## config.mk

```make
export PLATFORM = sky130hd
export DESIGN_NAME = lpm_tbl_access_ctrl
export DESIGN_NICKNAME = d
export VERILOG_FILES = /design/src/rtl/lpm_tbl_pkg.sv /design/src/rtl/lpm_tbl_access_ctrl_ack_timer.sv /design/src/rtl/lpm_tbl_access_ctrl.sv
export SDC_FILE = /design/constraint.sdc
export NUM_CORES = 1
export LEC_CHECK = 0
export ABC_AREA = 0
export BUFFER_PORTS_ARGS = -buffer_cell sky130_fd_sc_hd__buf_2
export CORE_ASPECT_RATIO = 2
export CORE_MARGIN = 8
export CORE_UTILIZATION = 58
export CTS_CLUSTER_DIAMETER = 200
export DETAILED_ROUTE_END_ITERATION = 7
export PLACE_DENSITY = 0.83
export SETUP_SLACK_MARGIN = 0.15
export SLEW_MARGIN = 20
export SYNTH_ARGS = -nofsm -noshare
export SYNTH_HDL_FRONTEND = slang
export SYNTH_SLANG_ARGS = --single-unit
```

## constraint.sdc

```tcl
create_clock -name AXI_ACLK -period 3.85 [get_ports AXI_ACLK]
set_input_delay 0.77 -clock AXI_ACLK [delete_from_list [all_inputs] [get_ports AXI_ACLK]]
set_output_delay 0.77 -clock AXI_ACLK [all_outputs]
set_load 0.005 [all_outputs]
```

## src/rtl/lpm_tbl_pkg.sv

```systemverilog
// Shared types and constants for the LPM table access controller and lookup block.
package lpm_tbl_pkg;

    typedef enum logic [2:0] {
        ST_IDLE    = 3'd0,
        ST_WR_REQ  = 3'd1,
        ST_WR_WAIT = 3'd2,
        ST_RD_REQ  = 3'd3,
        ST_RD_WAIT = 3'd4
    } tbl_state_e;

    localparam int unsigned REG_ADDR_W = 6;

    localparam logic [REG_ADDR_W-1:0] OFF_CMD    = 6'h00;
    localparam logic [REG_ADDR_W-1:0] OFF_STATUS = 6'h04;
    localparam logic [REG_ADDR_W-1:0] OFF_WDATA0 = 6'h10;
    localparam logic [REG_ADDR_W-1:0] OFF_RDATA0 = 6'h20;

    localparam int unsigned CMD_WR_BIT  = 0;
    localparam int unsigned CMD_RD_BIT  = 1;
    localparam int unsigned CMD_IDX_LSB = 8;

    // Entry layout, low word first: {queue, next_hop, mask, ip}
    localparam int unsigned ENTRY_FIELDS = 4;
    typedef enum logic [1:0] {
        FLD_IP    = 2'd0,
        FLD_MASK  = 2'd1,
        FLD_NHOP  = 2'd2,
        FLD_QUEUE = 2'd3
    } tbl_fld_e;

    // True when addr is a word-aligned offset inside the 4-word bank starting at base.
    function automatic logic in_bank(input logic [REG_ADDR_W-1:0] addr,
                                     input logic [REG_ADDR_W-1:0] base);
        return (addr[5:4] == base[5:4]) && (addr[1:0] == 2'b00);
    endfunction

endpackage

```

## src/rtl/lpm_tbl_access_ctrl_ack_timer.sv

```systemverilog
// Loadable down-counter; expired_c flags the last cycle of the ack window.
module lpm_ack_timer #(
    parameter int unsigned TIMEOUT = 16
) (
    input  logic clk,
    input  logic rst_n,
    input  logic load,
    input  logic dec,
    output logic expired_c
);

    localparam int unsigned CW = (TIMEOUT > 1) ? $clog2(TIMEOUT) : 1;

    logic [CW-1:0] cnt_q;
    logic [CW-1:0] cnt_d;

    always_comb begin
        cnt_d = cnt_q;
        if (load) begin
            cnt_d = CW'(TIMEOUT - 1);
        end else if (dec && (cnt_q != '0)) begin
            cnt_d = cnt_q - CW'(1);
        end
    end

    always_ff @(posedge clk or negedge rst_n) begin
        if (!rst_n) begin
            cnt_q <= '0;
        end else begin
            cnt_q <= cnt_d;
        end
    end

    assign expired_c = (cnt_q == '0);

endmodule

```

## src/rtl/lpm_tbl_access_ctrl.sv

```systemverilog
// Register-driven single-entry read/write engine for the LPM table.
// Optional write readback-verify is enabled by defining LPM_TBL_VERIFY_EN.
module lpm_tbl_access_ctrl
    import lpm_tbl_pkg::*;
#(
    parameter int unsigned C_S_AXI_DATA_WIDTH = 32,
    parameter int unsigned TBL_ADDR_WIDTH     = 5,
    parameter int unsigned ACK_TIMEOUT        = 16
) (
    input  logic                                       AXI_ACLK,
    input  logic                                       AXI_RESETN,
    input  logic                                       reg_wr_en,
    input  logic                                       reg_rd_en,
    input  logic [REG_ADDR_W-1:0]                      reg_addr,
    input  logic [C_S_AXI_DATA_WIDTH-1:0]              reg_wdata,
    output logic [C_S_AXI_DATA_WIDTH-1:0]              reg_rdata,
    output logic                                       tbl_wr_req,
    output logic                                       tbl_rd_req,
    output logic [TBL_ADDR_WIDTH-1:0]                  tbl_wr_addr,
    output logic [TBL_ADDR_WIDTH-1:0]                  tbl_rd_addr,
    output logic [ENTRY_FIELDS*C_S_AXI_DATA_WIDTH-1:0] tbl_wr_data,
    input  logic [ENTRY_FIELDS*C_S_AXI_DATA_WIDTH-1:0] tbl_rd_data,
    input  logic                                       tbl_wr_ack,
    input  logic                                       tbl_rd_ack
);

    localparam int unsigned DW = C_S_AXI_DATA_WIDTH;
    localparam int unsigned EW = ENTRY_FIELDS * DW;
    localparam int unsigned AW = TBL_ADDR_WIDTH;

    tbl_state_e                        state_q, state_d;
    logic [ENTRY_FIELDS-1:0][DW-1:0]   wdata_q, wdata_d;
    logic [ENTRY_FIELDS-1:0][DW-1:0]   rdata_q, rdata_d;
    logic [DW-1:0]                     reg_rdata_q, reg_rdata_d;
    logic                              wr_req_q, wr_req_d;
    logic                              rd_req_q, rd_req_d;
    logic [AW-1:0]                     wr_addr_q, wr_addr_d;
    logic [AW-1:0]                     rd_addr_q, rd_addr_d;
    logic [EW-1:0]                     wr_data_q, wr_data_d;
    logic                              done_q, done_d;
    logic                              timeout_q, timeout_d;

    logic          cmd_wr_c;
    logic          status_rd_c;
    logic          busy_c;
    logic          verify_err_c;
    logic          in_wait_c;
    logic          load_c;
    logic          expired_c;
    logic [AW-1:0] cmd_idx_c;
    logic [DW-1:0] status_c;

`ifdef LPM_TBL_VERIFY_EN
    logic verify_err_q, verify_err_d;
    logic vfy_q, vfy_d;
    assign verify_err_c = verify_err_q;
`else
    assign verify_err_c = 1'b0;
`endif

    assign cmd_wr_c    = reg_wr_en && (reg_addr == OFF_CMD);
    assign status_rd_c = reg_rd_en && (reg_addr == OFF_STATUS);
    assign busy_c      = (state_q != ST_IDLE);
    assign cmd_idx_c   = reg_wdata[CMD_IDX_LSB +: AW];
    assign status_c    = DW'({verify_err_c, timeout_q, done_q, busy_c});
    assign in_wait_c   = (state_q == ST_WR_WAIT) || (state_q == ST_RD_WAIT);
    assign load_c      = (state_q == ST_WR_REQ) || (state_q == ST_RD_REQ);

    lpm_ack_timer #(
        .TIMEOUT (ACK_TIMEOUT)
    ) u_ack_timer (
        .clk       (AXI_ACLK),
        .rst_n     (AXI_RESETN),
        .load      (load_c),
        .dec       (in_wait_c),
        .expired_c (expired_c)
    );

    always_comb begin
        state_d     = state_q;
        wdata_d     = wdata_q;
        rdata_d     = rdata_q;
        reg_rdata_d = reg_rdata_q;
        wr_req_d    = 1'b0;
        rd_req_d    = 1'b0;
        wr_addr_d   = wr_addr_q;
        rd_addr_d   = rd_addr_q;
        wr_data_d   = wr_data_q;
        done_d      = done_q;
        timeout_d   = timeout_q;
`ifdef LPM_TBL_VERIFY_EN
        verify_err_d = verify_err_q;
        vfy_d        = vfy_q;
`endif

        if (reg_wr_en && in_bank(reg_addr, OFF_WDATA0)) begin
            wdata_d[reg_addr[3:2]] = reg_wdata;
        end

        if (reg_rd_en) begin
            if (reg_addr == OFF_STATUS) begin
                reg_rdata_d = status_c;
            end else if (in_bank(reg_addr, OFF_WDATA0)) begin
                reg_rdata_d = wdata_q[reg_addr[3:2]];
            end else if (in_bank(reg_addr, OFF_RDATA0)) begin
                reg_rdata_d = rdata_q[reg_addr[3:2]];
            end else begin
                reg_rdata_d = '0;
            end
        end

        // Clear-on-read first so that an event in the same cycle still sticks
        if (status_rd_c) begin
            done_d    = 1'b0;
            timeout_d = 1'b0;
`ifdef LPM_TBL_VERIFY_EN
            verify_err_d = 1'b0;
`endif
        end

        case (state_q)
            ST_IDLE: begin
                if (cmd_wr_c && reg_wdata[CMD_WR_BIT]) begin
                    state_d   = ST_WR_REQ;
                    wr_req_d  = 1'b1;
                    wr_addr_d = cmd_idx_c;
                    wr_data_d = wdata_q;
`ifdef LPM_TBL_VERIFY_EN
                    vfy_d     = 1'b0;
`endif
                end else if (cmd_wr_c && reg_wdata[CMD_RD_BIT]) begin
                    state_d   = ST_RD_REQ;
                    rd_req_d  = 1'b1;
                    rd_addr_d = cmd_idx_c;
`ifdef LPM_TBL_VERIFY_EN
                    vfy_d     = 1'b0;
`endif
                end
            end
            ST_WR_REQ: begin
                state_d = ST_WR_WAIT;
            end
            ST_WR_WAIT: begin
                if (tbl_wr_ack) begin
`ifdef LPM_TBL_VERIFY_EN
                    state_d   = ST_RD_REQ;
                    rd_req_d  = 1'b1;
                    rd_addr_d = wr_addr_q;
                    vfy_d     = 1'b1;
`else
                    state_d   = ST_IDLE;
                    done_d    = 1'b1;
`endif
                end else if (expired_c) begin
                    state_d   = ST_IDLE;
                    timeout_d = 1'b1;
                end
            end
            ST_RD_REQ: begin
                state_d = ST_RD_WAIT;
            end
            ST_RD_WAIT: begin
                if (tbl_rd_ack) begin
                    state_d = ST_IDLE;
                    done_d  = 1'b1;
                    rdata_d = tbl_rd_data;
`ifdef LPM_TBL_VERIFY_EN
                    if (vfy_q && (tbl_rd_data != wr_data_q)) begin
                        verify_err_d = 1'b1;
                    end
                    vfy_d = 1'b0;
`endif
                end else if (expired_c) begin
                    state_d   = ST_IDLE;
                    timeout_d = 1'b1;
`ifdef LPM_TBL_VERIFY_EN
                    vfy_d     = 1'b0;
`endif
                end
            end
            default: begin
                state_d = ST_IDLE;
            end
        endcase
    end

    always_ff @(posedge AXI_ACLK or negedge AXI_RESETN) begin
        if (!AXI_RESETN) begin
            state_q     <= ST_IDLE;
            wdata_q     <= '0;
            rdata_q     <= '0;
            reg_rdata_q <= '0;
            wr_req_q    <= 1'b0;
            rd_req_q    <= 1'b0;
            wr_addr_q   <= '0;
            rd_addr_q   <= '0;
            wr_data_q   <= '0;
            done_q      <= 1'b0;
            timeout_q   <= 1'b0;
`ifdef LPM_TBL_VERIFY_EN
            verify_err_q <= 1'b0;
            vfy_q        <= 1'b0;
`endif
        end else begin
            state_q     <= state_d;
            wdata_q     <= wdata_d;
            rdata_q     <= rdata_d;
            reg_rdata_q <= reg_rdata_d;
            wr_req_q    <= wr_req_d;
            rd_req_q    <= rd_req_d;
            wr_addr_q   <= wr_addr_d;
            rd_addr_q   <= rd_addr_d;
            wr_data_q   <= wr_data_d;
            done_q      <= done_d;
            timeout_q   <= timeout_d;
`ifdef LPM_TBL_VERIFY_EN
            verify_err_q <= verify_err_d;
            vfy_q        <= vfy_d;
`endif
        end
    end

    assign reg_rdata   = reg_rdata_q;
    assign tbl_wr_req  = wr_req_q;
    assign tbl_rd_req  = rd_req_q;
    assign tbl_wr_addr = wr_addr_q;
    assign tbl_rd_addr = rd_addr_q;
    assign tbl_wr_data = wr_data_q;

endmodule

```

==> results.md, run 1 <==
- WS Path Type: flop to flop
- P&R area growth vs syn: 19.51%
- Status: finished clean
- Reg2reg end: rdata_q[13]
- Unique masters post-synth: 46
- Flops & latches, synth: 437
- Commonest non-fill, non-tap cell in the layout: dfrtp_1
- Period utilisation layout: 62.75%
- Hold-fix buffers, CTS: 0
- R2r setup slk: 1430 ps
- Final setup vio count: 0
- Congestion Overflow GR: 0
- DRT Pass-1 Iters: 5
- Gpl congestion: 0.8459
- Clock-pin slew on the worst setup and hold paths: 70 ps
- Fin Hold WS: 307.6 ps
- Slew headroom: 39.07%
- Layout Cell Area excl Fill: 22060 µm²
- Clock latency at the later pin of the worst-skew pair: 540 ps
- Avg Cell Area, Syn: 16.24 µm²
- Reg2reg start: state_q[1]
- Dpl hpwl: 34260 µm
- Share of layout cells above drive strength 1: 59.80%
- IO Count: 344
- TritonCTS clock tree: yes
- Vias in the first global route: 12740
- CP Launch Type: flop
- Most frequent cells in the layout: dfrtp_1 (437), buf_2 (340), mux2_2 (330)
- Number of cell rows: 92
- Final Util: 70.21%
- Global-route wire length before repair: 74280 µm
- Placed insts: 1861
- Synthesized Nets: 1310
- CP max FO: 29
- Vias per Instance: 5.816
- Static leakage: 0.01131 µW
- Die height: 268.3 µm
- Root buffer cell: clkbuf_16
- Syn Std Cell Area: 18460 µm²
- Max_cap viols: 0
- Antenna Nets Post-Route: 0
- Worst-Margin Slew: 913.9 ps
- TritonCTS Buffers: 39
- Post-synth ARST share: 100.0%
- Cts repair resizes: 0
- Nets@finish: 1652
- Core area: 31430 µm²
- Cells after Synth: 1137
- Min cycle time layout: 2416 ps
- Pwr dens: 461.8 nW/µm²
- Max Slew Vio Count: 0
- Maximum root-to-sink buffer count: 3
- FF-to-FF path depth: 5
- Sink Count: 437
- WP data required: 4260 ps
- Largest net degree at the start of global routing: 115
- Die area: 38140 µm²
- CP arrival: 2820 ps
- Crit. End Element: flop
- Number of remaining DRC errors: 0
- DR WL/cell: 24.74 µm
- IO buf count: 343
- Final Skew: 23.21 ps
- Min-Delay Path Class: input pin to async pin
- Antenna violations before repair: 8
- Initial DRC Count: 536
- Hold Vio Cnt, Final: 0
- Post-Route WL: 47990 µm
- Vias: 11280
- Die width: 142.2 µm
- H-tree levels: 2
- RSZ-0062 raised after global routing: false
- Yosys Warn Count: 0
- Postcts setup bufs: 0
- Sequential area share after synthesis: 59.24%
- EDFF count, synth: 0
- Placed inst area: 20670 µm²
- Post-Layout Cell Count: 1940
- Total GRT Usage: 25.61%
- Max VDD drop: 0.4032 mV
- Max Clock Freq: 414.0 MHz
- Initial core utilization: 58.74%
- Total negative setup slack: 0 ps
- Ys flop type: dfrtp_1
==> worst max-delay path, cell delays in order, from the launching register on <==
cell and delay, ps:
dfrtp_1 550, nand2b_1 300, inv_1 110, and3_4 480
buf_4 430, mux2_2 390
==> metrics by stage <==
step	power, µW	worst slack [ps]
3_3_place_gp	6090	1070
6_report	10190	1434
3_5_place_dp	6146	1014
5_1_grt	10560	1314
2_1_floorplan	5651	1602
4_1_cts	10270	1462
==> where the power goes <==
part	internal, µW	switching (µW)
Sequential	4900	241
Combinational	510	407
Clock	2420	1700
Total	7840	2350
==> worst max-delay path by stage <==
stage | from | to | slack, ps | cells after the start
6_report | state_q[1] | rdata_q[13] | 1430 | 5
5_1_grt | state_q[1] | rdata_q[13] | 1310 | 5
4_1_cts | state_q[1] | rdata_q[13] | 1460 | 5
3_5_place_dp | reg_addr[1] | wdata_q[67] | 1010 | 6
3_3_place_gp | reg_addr[1] | wdata_q[70] | 1070 | 6
2_1_floorplan | reg_addr[2] | reg_rdata[10] | 1600 | 6
==> synthesized netlist by cell type (2+ instances only) <==
master    instances  area share, %
a222oi_1          2           0.11
a22oi_1          31            1.3
a31oi_1           2          0.068
and3_1            5           0.17
buf_2            24           0.65
buf_4            21           0.85
buf_6             7           0.43
clkbuf_1         17           0.35
clkbuf_2          2          0.054
dfrtp_1         437             59
inv_1            40           0.81
mux2_1            5           0.30
mux2_2          330             20
mux2_4           59            4.8
mux4_2           64            7.8
nand2_1          10           0.20
nand2b_1          2          0.068
nand3b_1          2          0.081
nor2_1            6           0.12
nor2b_1           2          0.068
nor3_1            4           0.11
nor3_2            3           0.16
o21ai_0          36           0.98
o221ai_1          2          0.095
o22ai_1           3           0.10
==> registers in the layout (all words and copies together) (netlist names) <==
name / flops
rdata_q: 128
tbl_wr_data: 128
wdata_q: 128
reg_rdata: 32
tbl_rd_addr: 5
tbl_wr_addr: 5
u_ack_timer.cnt_q: 4
state_q: 3
done_q: 1
tbl_rd_req: 1
tbl_wr_req: 1
timeout_q: 1
==> routing by layer <==
layer | vias up | part of all wire [%] | global-route usage [%] | wire, µm
met3 | 96 | 5.7 | 5.052 | 2717
li1 | 4848 | - | - | -
met4 | 2 | 4.6 | 13.14 | 2198
met5 | - | 0.027 | 0 | 13
met1 | 5934 | 35 | 27.96 | 16740
met2 | 404 | 55 | 46.17 | 26320
==> logic make-up (layout without fill, tap and decap cells) <==
family | Yosys count | in the layout | synth area share [%]
mux | 458 | 458 | 33.04
buf+inv | 112 | 485 | 3.165
simple gates | 42 | 42 | 1.376
flops | 437 | 437 | 59.24
fa+ha+maj | 1 | 1 | 0.06777
xor+xnor | 1 | 1 | 0.04745
other cells | 0 | 7 | 0
compound gates | 86 | 86 | 3.064
==> area by class of cell <==
type                    count  area, µm²
diodes                      7      17.52
clock buffers              59       1192
clock inverters            13      183.9
fillers                  2127       9363
inverters                  40      150.1
multi-input cells         588       6972
flip-flops and latches    437      10940
well taps                 423      529.3
repair buffers            373       2082
(Power assumes the default switching activity.)
==> run 2, diff against run 1 <==
CORE_UTILIZATION = 50   (was 58)
PLACE_DENSITY = 0.76   (was 0.83)
clock period = 2.1 ns   (was 3.85 ns; I/O delays follow)
==> run 2 against run 1 <==
  * Via count down 0.32%
  * Sequential share of layout area fell by 1.0 points
  * Largest cell class unchanged
  * Clock-buffer cell count shrank 5
  * Sequential power is 83% higher
  * Hold slack lost 210 ps
  * Critical endpoint is now rdata_q[80]
==> results.md, run 2 (synthesized netlist as in run 1, its figures left out) <==
- Status: finished clean
- CP peak stage delay: 480 ps (-70 ps)
- Dpl hpwl: 36640 µm (+6.9%)
- Gpl congestion: 0.8188 (-3.2%)
- Maximum root-to-sink buffer count: 3 (unchanged)
- Largest net degree at the start of global routing: 80 (-30%)
- Combinational Power Share: 9.1% (about the same)
- Most frequent cells in the layout: dfrtp_1 (437), buf_2 (340), mux2_2 (330)
- Sink Count: 437 (unchanged)
- Die height: 287.7 µm (+7.2%)
- Met3 Use GR: 4.468% (-0.58 points)
- Number of remaining DRC errors: 0 (unchanged)
- Post-Route WL: 49980 µm (+4.2%)
- Min-Delay Path Class: input pin to flop
- Congestion Overflow GR: 0 (unchanged)
- Worst-Margin Slew: 464.7 ps (-449.2 ps)
- Total GRT Usage: 22.77% (-2.8 points)
- DR WL/cell: 25.03 µm (+1.2%)
- H-tree levels: 2 (unchanged)
- Global routing usage on met1: 24.84% (-3.1 points)
- Static leakage: 0.01151 µW (+1.7%)
- Vias: 11250 (-0.32%)
- WS Path Type: flop to flop
- Register Area: 10940 µm² (unchanged)
- Commonest non-fill, non-tap cell in the layout: dfrtp_1
- Initial DRC Count: 553 (+3.2%)
- TritonCTS Buffers: 40 (+2.6%)
- Period utilisation layout: 91.15% (+28 points)
- Cell family contributing the most delay on the critical path: simple AND/OR/NAND/NOR gates
- WP buf/inv: 2 (unchanged)
- Initial core utilization: 50.69% (-8.1 points)
- Clock-pin slew on the worst setup and hold paths: 70 ps (about the same)
- IO buf count: 343 (unchanged)
- Final setup vio count: 0 (unchanged)
- Switching power: 4427 µW (+88%)
- Sequential Power Share: 49.7% (-0.8 points)
- Share of layout cells above drive strength 1: 60.59% (+0.78 points)
- FILL cells: 2782 (+31%)
- Antenna Nets Post-Route: 0 (unchanged)
- Placed inst area: 21060 µm² (+1.9%)
- Internal: 14530 µW (+85%)
- TritonCTS clock tree: yes
- Max_cap viols: 0 (unchanged)
- CP max FO: 51 (+76%)
- Max VDD drop: 1.006 mV (+150%)
- CP arrival: 2340 ps (-480 ps)
- Root buffer cell: clkbuf_16
- CP Launch Type: flop
- Slew headroom: 69.02% (+30 points)
- Core area: 36420 µm² (+16%)
- Hold Vio Cnt, Final: 0 (unchanged)
- Min cycle time layout: 1914 ps (-501.7 ps)
- Crit. End Element: flop
- IO Count: 344 (unchanged)
- Layout Cell Area excl Fill: 22520 µm² (+2.1%)
- Number of cell rows: 99 (+7.6%)
- Multi-input logic area: 6978 µm² (about the same)
- Gr busiest metal: met2
- Pwr dens: 842.0 nW/µm² (+82%)
- P&R area growth vs syn: 21.98%
- Vias in the first global route: 12670 (-0.52%)
- Global-route wire length before repair: 77100 µm (+3.8%)
- Worst path cell trace: nand2b_1 > inv_1 > and3_4 > buf_16 > mux2_2
- Die area: 43700 µm² (+15%)
- Antenna violations before repair: 9 (+1)
- Max stage delay cell, worst path: dfrtp_1
- Nets@finish: 1679 (+1.6%)
- Max Slew Vio Count: 0 (unchanged)
- Clock latency at the later pin of the worst-skew pair: 550 ps (about the same)
- DRT Pass-1 Iters: 6 (+1)
- Total negative setup slack: 0 ps (unchanged)
- Clock power frac: 41.2% (+0.7 points)
- Total power: 18960 µW (+86%)
- Final Skew: 11.67 ps (-11.54 ps)
- Die width: 151.9 µm (+6.8%)
- WP data required: 2530 ps (-1730 ps)
- Sw frac: 23.35% (+0.26 points)
- RSZ-0062 raised after global routing: true
- Max Clock Freq: 522.4 MHz (+26%)
- Met2 GRT Util: 40.48% (-5.7 points)
- Vias per Instance: 5.632 (-3.2%)
## run 2: power by group through the flow
stage | Clock (µW) | Combinational [µW] | Sequential, µW
6_report | 7810 | 1720 | 9420
5_1_grt | 8310 | 1880 | 9490
4_1_cts | 8000 | 1760 | 9420
3_5_place_dp | 0 | 1740 | 9570
3_3_place_gp | 0 | 1680 | 9530
2_1_floorplan | 0 | 955 | 9400
## run 2: final cells by class
type                       count  area share [%]
inverter                      40          0.6668
tap                          454           2.523
antenna                        8         0.08890
multi-input combinational    588           30.99
timing repair buffer         399           10.88
clock inverter                17           1.067
clock buffer                  54           5.223
sequential                   437           48.56
## run 2: repair_timing
action | in CTS | in global routing
setup buffers | 0 | 0
setup endpoints to repair | 0 | 39
hold buffers | 1 | 0
gates resized for setup | 0 | 2
hold endpoints to repair | 37 | 0
## run 2: through the flow
| step | hold WS, ps | util [%] | setup WS (ps) | instances |
|---|---|---|---|---|
| 3_5_place_dp | 390.9 | 57.82 | -24.05 | 1917 |
| 2_1_floorplan | 124.4 | - | 201.7 | 1137 |
| 5_1_grt | 79.64 | 61.83 | 128.7 | 1996 |
| 6_report | 101.3 | 61.83 | 185.9 | 1997 |
| 3_3_place_gp | 380.5 | 57.82 | -20.98 | 1917 |
| 4_1_cts | 70.56 | 61.74 | 200.3 | 1989 |
## run 2: final timing paths
path                                 start          end  slack [ps]  depth (start not counted)
max                             state_q[1]  rdata_q[80]         190                          5
min                        tbl_rd_data[45]  rdata_q[45]         100                          2
max reg2reg                     state_q[1]  rdata_q[80]         190                          5
min reg2reg                         done_q       done_q         490                          2
max in group asynchronous       AXI_RESETN  rdata_q[16]         910                          3
min in group asynchronous       AXI_RESETN   tbl_wr_req         400                          2
## run 2: per-layer routing
| layer | vias up | share of wire, % |
|---|---|---|
| met1 | 5905 | 36 |
| met3 | 101 | 5.1 |
| met2 | 355 | 53 |
| met4 | 0 | 5.6 |
| met5 | - | 0 |
| li1 | 4887 | - |
==> run 3, diff against run 2 <==
BUFFER_PORTS_ARGS = unset   (was -buffer_cell sky130_fd_sc_hd__buf_2)
CORE_UTILIZATION = 57   (was 50)
DONT_BUFFER_PORTS = 1   (was unset)
PLACE_DENSITY = 0.75   (was 0.76)
==> run 3 against run 2 <==
  * The flow now finishes with violations (negative hold slack)
  * Sequential share of layout area rose by 5.0 points
  * Sequential power grew 0.5%
  * Total power is 4.5% lower
  * Clock power down 3.3%
  * Clock skew rose by 4.3 ps
  * First-iteration DRC count shrank 20%
  * Final cell count fell by 20%
  * Core utilization is 1.7 points higher
  * Critical path type unchanged
  * Critical endpoint is now rdata_q[124]
==> results.md, run 3 (synthesized netlist as in run 1, its figures left out) <==
- Violated checks: negative hold slack
- Internal: 14230 µW (-2.1%)
- P&R area growth vs syn: 10.59%
- WP data required: 2510 ps (-20 ps)
- Dpl hpwl: 31420 µm (-14%)
- Slew headroom: 7.510% (-62 points)
- Sw frac: 21.42% (-1.9 points)
- DRT Pass-1 Iters: 4 (-2)
- Fin Hold WS: -396.5 ps (-497.9 ps)
- Antenna Nets Post-Route: 0 (unchanged)
- Max_cap viols: 0 (unchanged)
- Most frequent cells in the layout: dfrtp_1 (437), mux2_2 (330), mux4_2 (64)
- Share of layout cells above drive strength 1: 47.69% (-13 points)
- Clock latency at the later pin of the worst-skew pair: 540 ps (about the same)
- Final setup vio count: 0 (unchanged)
- CP peak stage delay: 370 ps (-110 ps)
- Sequential Power Share: 52.3% (+2.6 points)
- R2r setup slk: 240 ps (+50 ps)
- Min-Delay Path Class: input pin to async pin
- Static leakage: 0.009714 µW (-16%)
- Clock power frac: 41.7% (+0.5 points)
- Total negative setup slack: 0 ps (unchanged)
- Reg2reg end: rdata_q[124]
- IO Count: 344 (unchanged)
- Largest net degree at the start of global routing: 438 (+450%)
- Commonest non-fill, non-tap cell in the layout: dfrtp_1
- Nets@finish: 1312 (-22%)
- Initial DRC Count: 444 (-20%)
- FILL cells: 2331 (-16%)
- DR WL/cell: 28.46 µm (+14%)
- TritonCTS Buffers: 38 (-5.0%)
- H-tree levels: 2 (unchanged)
- Hold-fix buffers, CTS: 5 (+4)
- Reg2reg start: state_q[2]
- Crit. End Element: flop
- Vias per Instance: 6.077 (+7.9%)
- Initial core utilization: 57.48% (+6.8 points)
- Switching power: 3880 µW (-12%)
- TritonCTS clock tree: yes
- Vias in the first global route: 10860 (-14%)
- Worst path cell trace: buf_4 > nand2b_1 > inv_1 > and3_4 > buf_16 > mux2_2
- Vias: 9711 (-14%)
- Die area: 38750 µm² (-11%)
- Post-Route WL: 45480 µm (-9.0%)
- Max Slew Vio Count: 0 (unchanged)
- Hold Vio Cnt, Final: 437 (+437)
- Core area: 32120 µm² (-12%)
- Congestion Overflow GR: 0 (unchanged)
- Die height: 270.5 µm (-6.0%)
- WS Path Type: flop to flop
- Total GRT Usage: 23.71% (+0.94 points)
- Min cycle time layout: 1863 ps (-51.48 ps)
- Antenna violations before repair: 5 (-4)
- Final Skew: 16.00 ps (+4.336 ps)
- Max VDD drop: 0.8238 mV (-18%)
- CP max FO: 48 (-5.9%)
- Number of cell rows: 93 (-6.1%)
- IO buf count: 0 (-100%)
- Status: finished with violations
- CP Launch Type: flop
- CP arrival: 2280 ps (-60 ps)
- Pwr dens: 887.3 nW/µm² (+5.4%)
- Number of remaining DRC errors: 0 (unchanged)
- Global-route wire length before repair: 68740 µm (-11%)
- Maximum root-to-sink buffer count: 3 (unchanged)
- Die width: 143.3 µm (-5.7%)
- Postcts setup bufs: 0 (unchanged)
- Combinational Power Share: 6.0% (-3.1 points)
- FF-to-FF path depth: 6 (+1)
- Gpl congestion: 0.8020 (-2.1%)
- Period utilisation layout: 88.70% (-2.5 points)
- Max stage delay cell, worst path: dfrtp_1
- RSZ-0062 raised after global routing: true
- Worst-Margin Slew: 1387 ps (+922.7 ps)
- Sink Count: 437 (unchanged)
- Clock-pin slew on the worst setup and hold paths: 60 ps (about the same)
- Root buffer cell: clkbuf_16
- Max Clock Freq: 536.9 MHz (+2.8%)
## run 3: changes by cell type in the layout (fill, tap and decap cells not counted), moves of 2 or more
cell,before,now
diode_2,8,3
clkbuf_1,4,7
dlygate4sd3_1,1,4
buf_12,22,13
buf_4,34,16
clkinvlp_4,2,0
buf_2,340,0
## run 3: area by class of cell
cell class	instances	area, µm²	share of cell area [%]
flip-flops and latches	437	10940	53.57
multi-input cells	588	6978	34.18
clock buffers	57	1176	5.761
well taps	427	534.3	2.617
repair buffers	34	447.9	2.194
clock inverters	12	185.2	0.9071
inverters	40	150.1	0.7355
diodes	3	7.507	0.03677
## run 3: stage by stage
stage,total power [µW],instance area (µm²),setup WS (ps),util [%],std cells
detailed placement,10700,18970,128.7,59.07,1521
floorplan,10360,18460,201.7,-,1137
global route,18710,20410,121.4,63.56,1597
global placement,10620,18970,154.4,59.07,1521
CTS,18280,20390,176.8,63.50,1595
finish,18110,20410,237.4,63.57,1598
## run 3: routing by layer
layer / routed length [µm] / vias to the layer above / track usage (%) / share of wire [%]
met5: 27 / - / 0 / 0.059
met4: 1923 / 4 / 10.74 / 4.2
met3: 3548 / 93 / 7.269 / 7.8
met2: 24290 / 315 / 41.75 / 53
met1: 15690 / 5160 / 25.30 / 34
li1: - / 4139 / - / -
## run 3: worst max path at each step
stage	start	endpoint	slack, ps	depth (start not counted)
6_report	state_q[2]	rdata_q[124]	240	6
5_1_grt	state_q[2]	rdata_q[60]	120	6
4_1_cts	u_ack_timer.cnt_q[0]	u_ack_timer.cnt_q[1]	180	6
3_5_place_dp	reg_addr[1]	wdata_q[91]	130	6
3_3_place_gp	reg_addr[1]	wdata_q[90]	150	6
2_1_floorplan	reg_addr[2]	reg_rdata[10]	200	6
## run 3: power by group through the flow
| stage | logic [µW] | registers, µW | clock network, µW |
|---|---|---|---|
| after floorplan | 955 | 9400 | 0 |
| after global placement | 1020 | 9590 | 0 |
| after detailed placement | 1070 | 9620 | 0 |
| after CTS | 1100 | 9470 | 7710 |
| after global routing | 1170 | 9530 | 8010 |
| final | 1100 | 9470 | 7550 |
## run 3: critical path: cells and delay by family (launching register included)
kind / cells / cell delay (ps)
multiplexers: 1 / 370
buffers and inverters: 3 / 540
flip-flops: 1 / 370
AND/OR/NAND/NOR: 2 / 430
## run 3: timing repair
action                     4_1_cts  5_1_grt
setup endpoints to repair        0       43
hold endpoints to repair       469      437
resized for setup                0        2
